<file path="config.mk">
export PLATFORM = sky130hd
export DESIGN_NAME = frame_uart_streamer
export DESIGN_NICKNAME = d
export VERILOG_FILES = /design/src/rtl/frame_uart_streamer.sv
export SDC_FILE = /design/constraint.sdc
export NUM_CORES = 1
export LEC_CHECK = 0
export CAP_MARGIN = 30
export CORE_MARGIN = 8
export CORE_UTILIZATION = 41
export CTS_CLUSTER_DIAMETER = 200
export DETAILED_ROUTE_END_ITERATION = 16
export GPL_TIMING_DRIVEN = 0
export MAX_ROUTING_LAYER = met4
export PLACE_DENSITY = 0.63
export RECOVER_POWER = 25
export SLEW_MARGIN = 30
export SYNTH_ARGS = -nofsm -noshare
export SYNTH_HDL_FRONTEND = slang
export SYNTH_SLANG_ARGS = --single-unit
</file>
<file path="constraint.sdc">
create_clock -name clock_i -period 4.63 [get_ports clock_i]
set_clock_uncertainty 0.1 [all_clocks]
set_input_delay 0.926 -clock clock_i [delete_from_list [all_inputs] [get_ports clock_i]]
set_output_delay 0.926 -clock clock_i [all_outputs]
set_load 0.1 [all_outputs]
</file>
<file path="src/rtl/frame_uart_streamer.sv">
`default_nettype none
// frame_uart_streamer: walks a WIDTH x HEIGHT word buffer and streams each word MSB-first to a byte UART.
// Optional 4-byte frame header is built in when FRAME_UART_HEADER_EN is defined.
module frame_uart_streamer #(
    parameter int WIDTH         = 40,
    parameter int HEIGHT        = 30,
    parameter int X_BITS        = 6,
    parameter int Y_BITS        = 5,
    parameter int WORD_BYTES    = 4,
    parameter int HOLDOFF_BITS  = 13,
    parameter int DEBOUNCE_BITS = 14
) (
    input  logic                    clock_i,
    input  logic                    areset_i,
    input  logic                    trigger_i,
    input  logic                    continuous_i,
    output logic [X_BITS-1:0]       read_x_o,
    output logic [Y_BITS-1:0]       read_y_o,
    input  logic [8*WORD_BYTES-1:0] read_data_i,
    input  logic                    uart_busy_i,
    output logic                    uart_write_o,
    output logic [7:0]              uart_data_o,
    output logic                    sending_o,
    output logic                    frame_done_o
);

    localparam int                Z_BITS = (WORD_BYTES > 1) ? $clog2(WORD_BYTES) : 1;
    localparam logic [X_BITS-1:0] X_LAST = X_BITS'(WIDTH - 1);
    localparam logic [Y_BITS-1:0] Y_LAST = Y_BITS'(HEIGHT - 1);
    localparam logic [Z_BITS-1:0] Z_LAST = Z_BITS'(WORD_BYTES - 1);

`ifdef FRAME_UART_HEADER_EN
    typedef enum logic [1:0] {S_IDLE = 2'd0, S_DATA = 2'd1, S_HEADER = 2'd2} state_t;
    localparam state_t S_FIRST = S_HEADER;
`else
    typedef enum logic [1:0] {S_IDLE = 2'd0, S_DATA = 2'd1} state_t;
    localparam state_t S_FIRST = S_DATA;
`endif

    state_t                   state_q, state_d;
    logic                     trig_meta_q, trig_s_q;
    logic [DEBOUNCE_BITS-1:0] debounce_q, debounce_d;
    logic [HOLDOFF_BITS-1:0]  holdoff_q, holdoff_d;
    logic [X_BITS-1:0]        x_q, x_d;
    logic [Y_BITS-1:0]        y_q, y_d;
    logic [Z_BITS-1:0]        z_q, z_d;
    logic                     write_q, write_d;
    logic [7:0]               data_q, data_d;
    logic                     done_q, done_d;
`ifdef FRAME_UART_HEADER_EN
    logic [1:0]               hdr_q, hdr_d;
    logic [7:0]               hdr_byte;
`endif

    logic       deb_sat, hold_sat, start, strobe;
    logic [7:0] data_byte;

    assign deb_sat  = &debounce_q;
    assign hold_sat = &holdoff_q;
    assign start    = trig_s_q && deb_sat && (state_q == S_IDLE);
    // The previous-cycle write check keeps the strobe one cycle wide even if the UART raises busy late.
    assign strobe   = (state_q != S_IDLE) && hold_sat && !uart_busy_i && !write_q;

    always_comb begin
        data_byte = 8'h00;
        for (int i = 0; i < WORD_BYTES; i++) begin
            if (z_q == Z_BITS'(i)) begin
                data_byte = read_data_i[8*(WORD_BYTES-i)-1 -: 8];
            end
        end
    end

`ifdef FRAME_UART_HEADER_EN
    always_comb begin
        case (hdr_q)
            2'd0:    hdr_byte = 8'hA5;
            2'd1:    hdr_byte = 8'h5A;
            2'd2:    hdr_byte = 8'(WIDTH);
            default: hdr_byte = 8'(HEIGHT);
        endcase
    end
`endif

    always_comb begin
        state_d    = state_q;
        x_d        = x_q;
        y_d        = y_q;
        z_d        = z_q;
        write_d    = 1'b0;
        data_d     = data_q;
        done_d     = 1'b0;
        debounce_d = trig_s_q ? '0 : (deb_sat ? debounce_q : debounce_q + DEBOUNCE_BITS'(1));
        holdoff_d  = uart_busy_i ? '0 : (hold_sat ? holdoff_q : holdoff_q + HOLDOFF_BITS'(1));
`ifdef FRAME_UART_HEADER_EN
        hdr_d      = hdr_q;
`endif
        case (state_q)
            S_IDLE: begin
                if (start) begin
                    x_d     = '0;
                    y_d     = '0;
                    z_d     = '0;
                    state_d = S_FIRST;
`ifdef FRAME_UART_HEADER_EN
                    hdr_d   = 2'd0;
`endif
                end
            end
`ifdef FRAME_UART_HEADER_EN
            S_HEADER: begin
                if (strobe) begin
                    write_d = 1'b1;
                    data_d  = hdr_byte;
                    hdr_d   = hdr_q + 2'd1;
                    if (hdr_q == 2'd3) begin
                        state_d = S_DATA;
                    end
                end
            end
`endif
            S_DATA: begin
                if (strobe) begin
                    write_d = 1'b1;
                    data_d  = data_byte;
                    if (z_q != Z_LAST) begin
                        z_d = z_q + Z_BITS'(1);
                    end else begin
                        z_d = '0;
                        if (x_q != X_LAST) begin
                            x_d = x_q + X_BITS'(1);
                        end else begin
                            x_d = '0;
                            if (y_q != Y_LAST) begin
                                y_d = y_q + Y_BITS'(1);
                            end else begin
                                y_d     = '0;
                                done_d  = 1'b1;
                                state_d = continuous_i ? S_FIRST : S_IDLE;
`ifdef FRAME_UART_HEADER_EN
                                hdr_d   = 2'd0;
`endif
                            end
                        end
                    end
                end
            end
            default: state_d = S_IDLE;
        endcase
    end

    always_ff @(posedge clock_i or posedge areset_i) begin
        if (areset_i) begin
            state_q     <= S_IDLE;
            trig_meta_q <= 1'b0;
            trig_s_q    <= 1'b0;
            debounce_q  <= '0;
            holdoff_q   <= '0;
            x_q         <= '0;
            y_q         <= '0;
            z_q         <= '0;
            write_q     <= 1'b0;
            data_q      <= 8'h00;
            done_q      <= 1'b0;
`ifdef FRAME_UART_HEADER_EN
            hdr_q       <= 2'd0;
`endif
        end else begin
            state_q     <= state_d;
            trig_meta_q <= trigger_i;
            trig_s_q    <= trig_meta_q;
            debounce_q  <= debounce_d;
            holdoff_q   <= holdoff_d;
            x_q         <= x_d;
            y_q         <= y_d;
            z_q         <= z_d;
            write_q     <= write_d;
            data_q      <= data_d;
            done_q      <= done_d;
`ifdef FRAME_UART_HEADER_EN
            hdr_q       <= hdr_d;
`endif
        end
    end

    assign read_x_o     = x_q;
    assign read_y_o     = y_q;
    assign uart_write_o = write_q;
    assign uart_data_o  = data_q;
    assign sending_o    = (state_q != S_IDLE);
    assign frame_done_o = done_q;

endmodule
`default_nettype wire

</file>
==> impl_metrics.toml <==
[routing]
first_pass_iters = 4
avgRoutedWirePerCell_microns = 14.7
vias = 2506
drtIter0Drc = 128
drc = 0
totalWireLength_mm = 6.90
drt-vias-per-instance = 5.32
antenna_left = 0

[min_path]
holdPathStages = 0
hp-start = "trig_meta_q"
min_path_type = "flop to flop"
worst_hold_path.endpoint = "trig_s_q"

[clock_network]
cts_made_buffers = 5
cts_setup_buffers = 0
ctsResizeCount = 0
clock_latency_ps = 300
cts_tree = "yes"
cts.reportedPaths.clkPinSlew_ps = 100
ctsHoldBuffers = 0
cts_root_buf = "clkbuf_8"
htree_levels = 2
cts_buffer_depth = 2
clock_sink_count = 53

[floorplan]
start_util_pct = 42.4
die_area_sq_um = 9970
die_h_microns = 99.8
ioPinCount = 59
num_rows = 30
core-area_sq_um = 6790
die_x_microns = 99.8

[sta]
fin_setup_tns_ps = 0
fin_ws_ps = 1630
slew_viol_final = 0
fin_crit_ps = 3000
finalSetupViolCount = 0
grt_setup_unrepaired = "false"
slew_headroom_pct = 33.7
period_share_pct = 64.7
max_freq_mhz = 334
worst_pin_slew_ps = 991
hold_viol_final = 0

[setup_path]
crit_chain = "clkdlybuf4s50_1"
cpPeakStageDelay_ps = 1180
worstSetupPathType = "flop to output pin"
reg2reg_from = "z_q[0]"
slowest_stage = "clkdlybuf4s50_1"
required_ps = 3600
path_buf_inv = 1
cp.arrival_ps = 1970
cp-end-kind = "output pin"
cp-startpoint = "read_y_o[0]"
cp_top_family = "buffers and inverters"
rrSetupSlack_ps = 2190
r2r-end = "read_y_o[3]"
cp_max_fo = 6
crit_path_start_kind = "flop"
reg2regPathDepth = 7

[yosys]
synth_area_leader_cell = "dfrtp_1"
synth_top_cells_by_area = "dfrtp_1 (46%), nor2_1 (5.2%), ha_1 (3.9%), a21oi_1 (3.6%), xnor2_1 (3.3%)"
synth_cell_type_count = 47
synth.avg_cell_area_sq_um = 9.33
netlist_instances = 309
synth-seq-cells = 53
synth_async_sr_flop_share_pct = 100
syn_area_sq_um = 2880
yosys.area.top_type_share_pct = 46.0
yosys_warnings = 0
yosysSeqAreaShare_pct = 46.0
synth_fp_nets = 355
synth-edff-count = 0
synthFlopType = "dfrtp_1"

[place]
place_ws_ps = 1530
hpwl_mm = 5.23
placed_area_sq_um = 3610
routabilityCongestion = 0.816
portBuffers = 58

[power_and_ir_drop]
power.density_nw_per_um2 = 230
pwr-share-clk_pct = 31.0
power_switching_share_pct = 25.1
combinationalPowerShare_pct = 12.8
p_sw_w = 0.000214
p_leak_nw = 1.55
pwr-share-seq_pct = 56.3
p_total_w = 0.000852
peakVddDrop_uv = 101
internal_power_w = 0.000638

[layout]
drive_gt1_share_pct = 5.33
mostFrequentLayoutCells = "clkdlybuf4s50_1 (55), dfrtp_1 (53), nor2_1 (40)"
final_cell_area_sq_um = 3700
nNetsFinal = 421
final_common_cell = "clkdlybuf4s50_1"
syn_to_final_growth_pct = 28.3
antenna_cells = 0

[status]
outcome = "completed"

[grt]
grt_pass1_vias = 2460
grt_overflow = 0
antenna_found_initial = 0
grt_pass1_wl_mm = 11.9
grt_max_degree = 46
gr-usage-all-layers_pct = 14.8

[job]
cap_violations = 0
==> metrics by stage <==
stage	cells	util, %	hold WS (ps)
after CTS	471	54.5	258
final	471	54.4	254
after global placement	463	52.7	234
after global routing	471	54.4	269
after floorplan	309	-	231
after detailed placement	464	53.2	236
==> area by class of cell <==
cell class,count,area (sq um)
Multi-Input combinational cell,231,1450
Inverter,9,35.0
Timing Repair Buffer,59,603
Buffer,16,70.1
Sequential cell,53,1330
Fill cell,656,3100
Clock buffer,6,82.6
Clock inverter,1,7.51
Tap cell,96,120
==> power groups by stage <==
stage | combinational (W) | clock, W | sequential (W)
2_1_floorplan | 0.0000329 | 0 | 0.000513
3_3_place_gp | 0.000107 | 0 | 0.000488
3_5_place_dp | 0.000111 | 0 | 0.000489
4_1_cts | 0.000111 | 0.000276 | 0.000480
5_1_grt | 0.000118 | 0.000294 | 0.000481
6_report | 0.000109 | 0.000264 | 0.000480
==> cells by family (layout without fill, tap and decap cells) <==
family | Yosys count | count (layout) | share of synthesized area [%]
AND/OR/NAND/NOR | 140 | 140 | 26.0
AO/OA/AOI/OAI | 61 | 61 | 13.8
flip-flops | 53 | 53 | 46.0
buffers and inverters | 25 | 91 | 3.60
XOR/XNOR | 16 | 16 | 4.86
adder cells (fa/ha/maj) | 9 | 9 | 3.91
multiplexers | 5 | 5 | 1.78
==> per-layer routing <==
| layer | global-route usage [%] | vias up | part of all wire (%) |
|---|---|---|---|
| li1 | - | 1256 | - |
| met1 | 19.2 | 1185 | 49 |
| met2 | 21.9 | 61 | 44 |
| met3 | 4.57 | 4 | 6.0 |
| met4 | 3.49 | 0 | 0.67 |
| met5 | - | - | 0 |
==> registers in the layout, indices dropped and copies added (netlist names) <==
name	flops
trig_s_q	1
read_y_o	5
read_x_o	6
uart_data_o	8
debounce_q	14
holdoff_q	13
uart_write_o	1
z_q	2
frame_done_o	1
trig_meta_q	1
state_q	1
==> cell usage after synthesis, types with 2 or more instances <==
library cell / n
dfrtp_1: 53
nor2_1: 40
a21oi_1: 21
nand2_1: 17
nand3_1: 14
nor3_1: 13
xnor2_1: 11
clkbuf_1: 10
nand4_1: 10
nor2b_1: 10
ha_1: 9
inv_1: 9
a31oi_1: 8
o21ai_0: 8
a221oi_1: 7
and3_1: 6
and4_1: 6
a211oi_1: 5
buf_2: 5
xor2_1: 5
mux2i_1: 4
nor4_1: 4
nor4b_1: 3
or3_1: 3
nand2b_1: 2
nand4b_1: 2
o211a_1: 2
o31ai_1: 2
or4_1: 2
==> how the worst max path moves through the flow <==
stage / endpoint / slack (ps) / cells after the start
3_5_place_dp: uart_data_o[0] / 1530 / 7
2_1_floorplan: uart_data_o[0] / 1980 / 8
6_report: read_y_o[0] / 1630 / 1
4_1_cts: read_y_o[0] / 1610 / 1
3_3_place_gp: uart_data_o[7] / 1260 / 2
5_1_grt: read_y_o[0] / 1570 / 1
No activity file was read; power rests on OpenSTA's default activity.
